`config.mk`:
```
export PLATFORM = sky130hd
export DESIGN_NAME = l2_seq_ctrl
export DESIGN_NICKNAME = d
export VERILOG_FILES = /design/src/rtl/l2_ctrl_pkg.sv /design/src/rtl/l2_seq_ctrl_argmax.sv /design/src/rtl/l2_seq_ctrl.sv
export SDC_FILE = /design/constraint.sdc
export NUM_CORES = 1
export LEC_CHECK = 0
export BUFFER_PORTS_ARGS = -buffer_cell sky130_fd_sc_hd__buf_2
export CELL_PAD_IN_SITES_DETAIL_PLACEMENT = 1
export CELL_PAD_IN_SITES_GLOBAL_PLACEMENT = 2
export CORE_ASPECT_RATIO = 0.6
export CORE_MARGIN = 2
export CORE_UTILIZATION = 29
export DETAILED_ROUTE_END_ITERATION = 8
export PLACE_DENSITY_LB_ADDON = 0.15
export SLEW_MARGIN = 30
export SYNTH_ARGS = -nofsm -noshare
export SYNTH_HDL_FRONTEND = slang
export SYNTH_SLANG_ARGS = --single-unit
```
`constraint.sdc`:
```
create_clock -name clk -period 2.55 [get_ports clk]
set_input_delay 0.6375 -clock clk [delete_from_list [all_inputs] [get_ports clk]]
set_output_delay 0.6375 -clock clk [all_outputs]
set_load 0.005 [all_outputs]
```
`src/rtl/l2_ctrl_pkg.sv`:
```
// Shared constants and state encoding for the layer-2 MAC sequencer.
package l2_ctrl_pkg;

  localparam int N_IN             = 32;
  localparam int N_OUT            = 10;
  localparam int ACC_W            = 20;
  localparam int AW               = $clog2(N_IN);
  localparam int L2_LATENCY       = 35;
  localparam int L2_ARGMAX_CYCLES = 9;

  typedef enum logic [2:0] {
    S_IDLE,
    S_FETCH,
    S_STREAM,
    S_DRAIN,
    S_SETTLE,
    S_ARGMAX,
    S_DONE
  } state_t;

endpackage

```
`src/rtl/l2_seq_ctrl_argmax.sv`:
```
// Sequential signed max-index scanner: one lane per cycle, lanes 1..N_OUT-1
// against a running best seeded with lane 0; strict '>' keeps the lower index on ties.
module argmax_seq
  import l2_ctrl_pkg::*;
(
  input  logic                   clk,
  input  logic                   rst_n,
  input  logic                   load,
  input  logic                   cancel,
  input  logic [N_OUT*ACC_W-1:0] vec,
  output logic                   last,
  output logic [3:0]             idx
);

  logic                    running;
  logic [3:0]              cnt;
  logic [3:0]              best;
  logic signed [ACC_W-1:0] cand;
  logic signed [ACC_W-1:0] champ;
  logic                    better;

  always_comb begin
    cand   = vec[cnt*ACC_W +: ACC_W];
    champ  = vec[best*ACC_W +: ACC_W];
    better = cand > champ;
    last   = running && (cnt == 4'(L2_ARGMAX_CYCLES));
  end

  // NOTE: sequential state uses non-blocking assignments so every register
  // samples the pre-edge values regardless of statement order.
  always_ff @(posedge clk or negedge rst_n) begin
    if (!rst_n) begin
      running <= 1'b0;
      cnt     <= '0;
      best    <= '0;
      idx     <= '0;
    end else if (cancel) begin
      running <= 1'b0;
    end else if (load) begin
      running <= 1'b1;
      cnt     <= 4'd1;
      best    <= '0;
    end else if (running) begin
      if (better) best <= cnt;
      cnt <= cnt + 1'b1;
      if (last) begin
        running <= 1'b0;
        idx     <= better ? cnt : best;
      end
    end
  end

endmodule

```
`src/rtl/l2_seq_ctrl.sv`:
```
// Layer-2 MAC array sequencer: streams 32 activations/weight rows, drains the
// product stage, captures logits. Optional argmax under L2_SEQ_ARGMAX_EN.
module l2_seq_ctrl
  import l2_ctrl_pkg::*;
(
  input  logic                   clk,
  input  logic                   rst_n,
  input  logic                   start,
  input  logic                   abort,
  output logic                   rd_en,
  output logic [AW-1:0]          rd_addr,
  output logic                   act_zero,
  output logic                   mac_en,
  output logic                   mac_init_bias,
  output logic                   mac_clr,
  input  logic [N_OUT*ACC_W-1:0] acc_in,
  output logic [N_OUT*ACC_W-1:0] logits,
  output logic [3:0]             class_idx,
  output logic                   busy,
  output logic                   done
);

  state_t        state;
  state_t        state_nxt;
  logic [AW-1:0] k;
  logic          scan_last;
  logic          do_abort;

  assign do_abort = abort && (state != S_IDLE);
  assign busy     = (state != S_IDLE);
  assign done     = (state == S_DONE);

  always_ff @(posedge clk or negedge rst_n) begin
    if (!rst_n) state <= S_IDLE;
    else        state <= state_nxt;
  end

  // NOTE: every signal driven here gets a default first, so no branch can
  // leave it unassigned and infer a latch.
  always_comb begin
    state_nxt     = state;
    mac_en        = 1'b0;
    mac_init_bias = 1'b0;
    act_zero      = 1'b0;
    case (state)
      S_IDLE:   if (start) state_nxt = S_FETCH;
      S_FETCH:  state_nxt = S_STREAM;
      S_STREAM: begin
        mac_en        = 1'b1;
        mac_init_bias = (k == '0);
        if (k == AW'(N_IN - 1)) state_nxt = S_DRAIN;
      end
      S_DRAIN: begin
        mac_en    = 1'b1;
        act_zero  = 1'b1;
        state_nxt = S_SETTLE;
      end
`ifdef L2_SEQ_ARGMAX_EN
      S_SETTLE: state_nxt = S_ARGMAX;
`else
      S_SETTLE: state_nxt = S_DONE;
`endif
      S_ARGMAX: if (scan_last) state_nxt = S_DONE;
      S_DONE:   state_nxt = S_IDLE;
      default:  state_nxt = S_IDLE;
    endcase
    if (do_abort) state_nxt = S_IDLE;
  end

  // Read port runs one cycle ahead of the stream: address k+1 is issued while
  // data for k is consumed, and the port idles once 31 has been issued.
  always_ff @(posedge clk or negedge rst_n) begin
    if (!rst_n) begin
      rd_en   <= 1'b0;
      rd_addr <= '0;
      k       <= '0;
      mac_clr <= 1'b0;
      logits  <= '0;
    end else begin
      mac_clr <= 1'b0;
      if (do_abort) begin
        mac_clr <= 1'b1;
        rd_en   <= 1'b0;
      end else begin
        case (state)
          S_IDLE: if (start) begin
            rd_en   <= 1'b1;
            rd_addr <= '0;
          end
          S_FETCH: begin
            rd_addr <= AW'(1);
            k       <= '0;
          end
          S_STREAM: begin
            k <= k + 1'b1;
            if (rd_addr == AW'(N_IN - 1)) rd_en   <= 1'b0;
            else                          rd_addr <= rd_addr + 1'b1;
          end
          S_SETTLE: logits <= acc_in;
          default: ;
        endcase
      end
    end
  end

`ifdef L2_SEQ_ARGMAX_EN
  argmax_seq u_argmax (
    .clk    (clk),
    .rst_n  (rst_n),
    .load   (state == S_SETTLE && !abort),
    .cancel (abort),
    .vec    (logits),
    .last   (scan_last),
    .idx    (class_idx)
  );
`else
  assign scan_last = 1'b0;
  assign class_idx = '0;
`endif

endmodule

```
After elaboration in Yosys (flattened, before gate mapping)
Cells that the tools add are included.
- register bits after elaboration: 215
- input port bits: 204
- output and inout port bits: 216
- add/sub/neg operators: 2
- equality and inequality tests: 14
- mux-type cells: 16
- bitwise operators: 1
- reductions and logical operators: 13
- operators with widths (cell ; number):
    3-bit case mux with 6 select lines ; 1
    5-bit case mux with 3 select lines ; 1
    5-bit by 1-bit adder with 5-bit output, second input constant ; 2
    5-bit == test, second input constant ; 2
    5-bit 2-to-1 mux ; 2
    5-bit case mux with 2 select lines ; 1
    3-bit == test, second input constant ; 3
    3-bit 2-to-1 mux ; 3
    3-bit inequality test, second input constant ; 3
    3-bit nonzero test ; 3
    1-bit 2-to-1 mux ; 7
    3-bit by 2-bit == test with 1-bit output, second input constant ; 2
    2-bit inequality test, second input constant ; 3
    3-bit AND reduction ; 2
    5-bit logical NOT ; 1
    2-bit AND reduction ; 2
    4-bit AND reduction ; 1
    3-bit by 1-bit == test with 1-bit output, second input constant ; 1
    3-bit logical NOT ; 1
    1-bit case mux with 2 select lines ; 1
    2-bit nonzero test ; 1
    2-bit OR reduction ; 1
    1-bit logical AND ; 1
    1-bit inverter ; 1

Logic depth before layout (Yosys ltp)
- depth in word-level cells: 4
- depth in mapped cells: 7

Worst setup path after synthesis
OpenSTA, ideal clock, no wires.
- path kind: reg2reg
- start point: reg rd_addr[0]
- end point: reg rd_addr[3]
- setup time: 0.069 ns
- data arrival time: 1.905 ns
- required time: 2.481 ns
- path slack: 0.576 ns
- cell stages (with the launch flop): 8
- clock period less this slack: 1.974 ns
- cells stage by stage: dfrtp_1 > ha_1 > and3_1 > ha_1 > nor3b_1 > o311ai_2 > or4_1 > nand3_1
- longest elaborated chain between the ends: 3
- elaborated cells on any way between the ends: 6
- ends and longest elaborated chain (item ; RTL line ; text):
    start: declaration ; l2_seq_ctrl.sv:11 ; output logic [AW-1:0] rd_addr,
    start signal: assignment ; l2_seq_ctrl.sv:97 ; else rd_addr <= rd_addr + 1'b1;
    5-bit by 1-bit adder with 5-bit output or 5-bit == test (tied branches) ; l2_seq_ctrl.sv:97, l2_seq_ctrl.sv:96 ;
    5-bit 2-to-1 mux or 2-bit inequality test (tied branches) ; -- ;
    5-bit case mux with 3 select lines or 4-bit AND reduction (tied branches) ; -- ;
Parallel ways exist; a longest one is shown, timed or not. The select of a mux whose other input is x is not followed.
A chain may end at the register's enable or synchronous reset.

Final worst setup path
- start point: reg state[1]
- end point: out mac_init_bias
- longest elaborated chain between the ends: 2
- ends and longest elaborated chain (item ; RTL line ; text):
    start: declaration ; l2_seq_ctrl.sv:23 ; state_t state;
    start signal: assignment ; l2_seq_ctrl.sv:35 ; else state <= state_nxt;
    3-bit by 2-bit == test with 1-bit output ; l2_seq_ctrl.sv:45 ; case (state)
    1-bit 2-to-1 mux ; l2_seq_ctrl.sv:45 ;
    end: declaration ; l2_seq_ctrl.sv:14 ; output logic mac_init_bias,
Every way passes these cells.

==> impl_metrics.ini <==
[critical_path]
crit_buf_inv = 1
crit_type = reg -> out
critPathSlowestCell = dfrtp_1
end_kind = output port
cp.required_ps = 1910
cp_top_family = simple AND/OR/NAND/NOR gates
cpPeakStageDelay_ps = 440
cp_max_fo = 6
crit_path_start_kind = flip-flop
worstPathCellList = or3b_4, nor4_1, buf_2
timing.critical_path.arrival_ps = 1790

[final_layout]
area_delta_synth_final_pct = 41.7
mostFrequentLayoutCells = buf_2, dfrtp_1, mux2_2, clkbuf_16, buf_4
stdcell_count = 1363
multi_input_comb_area_um2 = 2750
drive_above_1_share_pct = 69.3
layout_commonest_cell = buf_2
nets = 1179
regArea_um2 = 5380
fillCellCount = 3070
fin_util_pct = 41.4

[sta]
setup_viol = 0
fin_setup_tns_ps = 0
max-slew-margin-rel_pct = 54.7
finalCriticalPeriod_ps = 2430
hold_violations = 0
max_freq_ghz = 0.411
clock-skew-final_ps = 9.10
min_period_over_period_pct = 95.3
worstMarginPinSlew_ps = 674
slew_viol_final = 0
grt_setup_unrepaired = false

[clock_tree]
hold_buffers = 0
cts_max_level = 1
clock-root-buffer = clkbuf_16
cts_made_buffers = 24
clkSlewWorstSetupHoldPaths_ps = 60
insertion_delay_ps = 510
cts.sinks = 215
clockBufferDepth = 3
cts_tree = done

[synth]
synth_top_area_cell = dfrtp_1
synth_area_um2 = 8340
syn_inst = 532
synth_area_leaders = dfrtp_1, mux2_2, buf_4
avgSynthCellArea_um2 = 15.7
ys_types = 32
async_reset_ff_share_pct = 100
synth_edf_count = 0
yosys_warnings = 0
synth_top_area_share_pct = 64.5
synth_ff_type = dfrtp_1
yosys_register_bits = 215
yosysSeqAreaShare_pct = 64.5

[grt]
grt_max_degree = 81
grt_pass1_wl_um = 39500
antenna_found_initial = 6
grt_pass1_vias = 6257
track_usage_pct = 17.1
grt_overflow = 0

[place]
dp.cells = 1314
dp_hpwl_um = 20100
gp_congestion = 0.795
port_buffers = 415

[floorplan]
rows = 48
ioPinCount = 420
dieWidth_um = 223
die_y_um = 135
core_area_um2 = 28500
die_area_um2 = 30200
initial_utilization_pct = 29.2

[route]
top_layer_used = met5
route.detailed.drc = 0
drt_iter0_drc = 187
wl_met1_um = 11500
vias_per_cell = 4.43
met2_length_um = 12000
drt-wirelength-per-cell_um = 19.2
final_antenna_net_count = 0
dr.pass1.iters = 4
vias = 6033
wl_met3_um = 2240
drt-total-wl_um = 26200

[worst_hold_path]
holdCritPathClass = in -> async

[power_and_ir_drop]
power_leakage_nw = 5.99
pwr-share-clk_pct = 26.0
power_density_nw_per_um2 = 1180
switching_share_pct = 30.0
power_mw = 13.9
internal_power_mw = 9.72
peakVddDrop_mv = 0.482
seq_power_share_pct = 41.7
pwr-share-comb_pct = 32.3
p_switching_mw = 4.17

[run_status]
status = complete, no violations

[run]
maxCapViolations = 0
power groups by stage:
stage,clock [mW],combinational (mW),sequential (mW)
6_report,3.61,4.49,5.80
5_1_grt,3.89,4.90,6.06
4_1_cts,3.73,4.55,5.83
3_5_place_dp,0,4.53,5.86
3_3_place_gp,0,4.47,5.81
2_1_floorplan,0,1.81,5.98
metal layers:
layer	track usage, %	vias to the layer above
met1	22.6	3034
met2	26.6	194
met3	7.07	40
met5	0	-
li1	-	2757
met4	3.02	8
logic make-up after synthesis:
family / synth area share [%]
AOI/OAI and AO/OA: 2.09
xor gates and xnor gates: 0.105
adders and majority gates: 0.750
buffers and inverters: 2.78
DFF: 64.5
muxes: 27.0
other: 0.0450
and+or+nand+nor: 2.69
through the flow:
stage	area (µm²)	hold WS, ps	setup slack [ps]
floorplan	8350	342	576
global placement	11000	484	290
detailed placement	11000	490	237
CTS	11800	132	22.1
global route	11800	147	18.3
finish	11800	130	119
Yosys cell counts (2+ instances only):
library cell and n:
a21oi_1 7, and3_1 4, buf_2 2, buf_4 24
clkbuf_1 5, dfrtp_1 215, ha_1 5, inv_1 6
mux2_2 200, nand2_1 12, nand3_1 4, nor2_1 7
nor3_1 6, nor4_1 3, o21ai_0 15
state kept, by name (all words and copies together), names as in the netlist:
signal   count
logits     200
k            5
rd_addr      5
state        3
mac_clr      1
rd_en        1
area by class of cell:
| class | instances | area share, % |
|---|---|---|
| antenna | 3 | 0.0635 |
| timing repair buffer | 440 | 20.1 |
| clock inverter | 5 | 0.657 |
| clock buffer | 36 | 6.24 |
| sequential | 215 | 45.6 |
| multi-input combinational | 283 | 23.2 |
| inverter | 6 | 0.191 |
| tap | 375 | 3.97 |
worst paths after layout:
| path | start | endpoint | slack, ps | cells past startpoint |
|---|---|---|---|---|
| worst max-delay path | state[1] | mac_init_bias | 120 | 3 |
| worst min-delay path | rst_n | rd_addr[4] | 130 | 1 |
| worst max register to register | state[2] | logits[3] | 350 | 5 |
| worst min register to register | logits[190] | logits[190] | 500 | 1 |
| max in group asynchronous | rst_n | logits[11] | 1730 | 2 |
| min in group clk | acc_in[125] | logits[125] | 340 | 2 |
repair_timing:
action / in CTS / in global routing
gates resized for setup: 3 / 0
buffers inserted: 1 / 4
endpoints found under the setup margin: 1 / 1
Power figures use the tool's default switching activity.
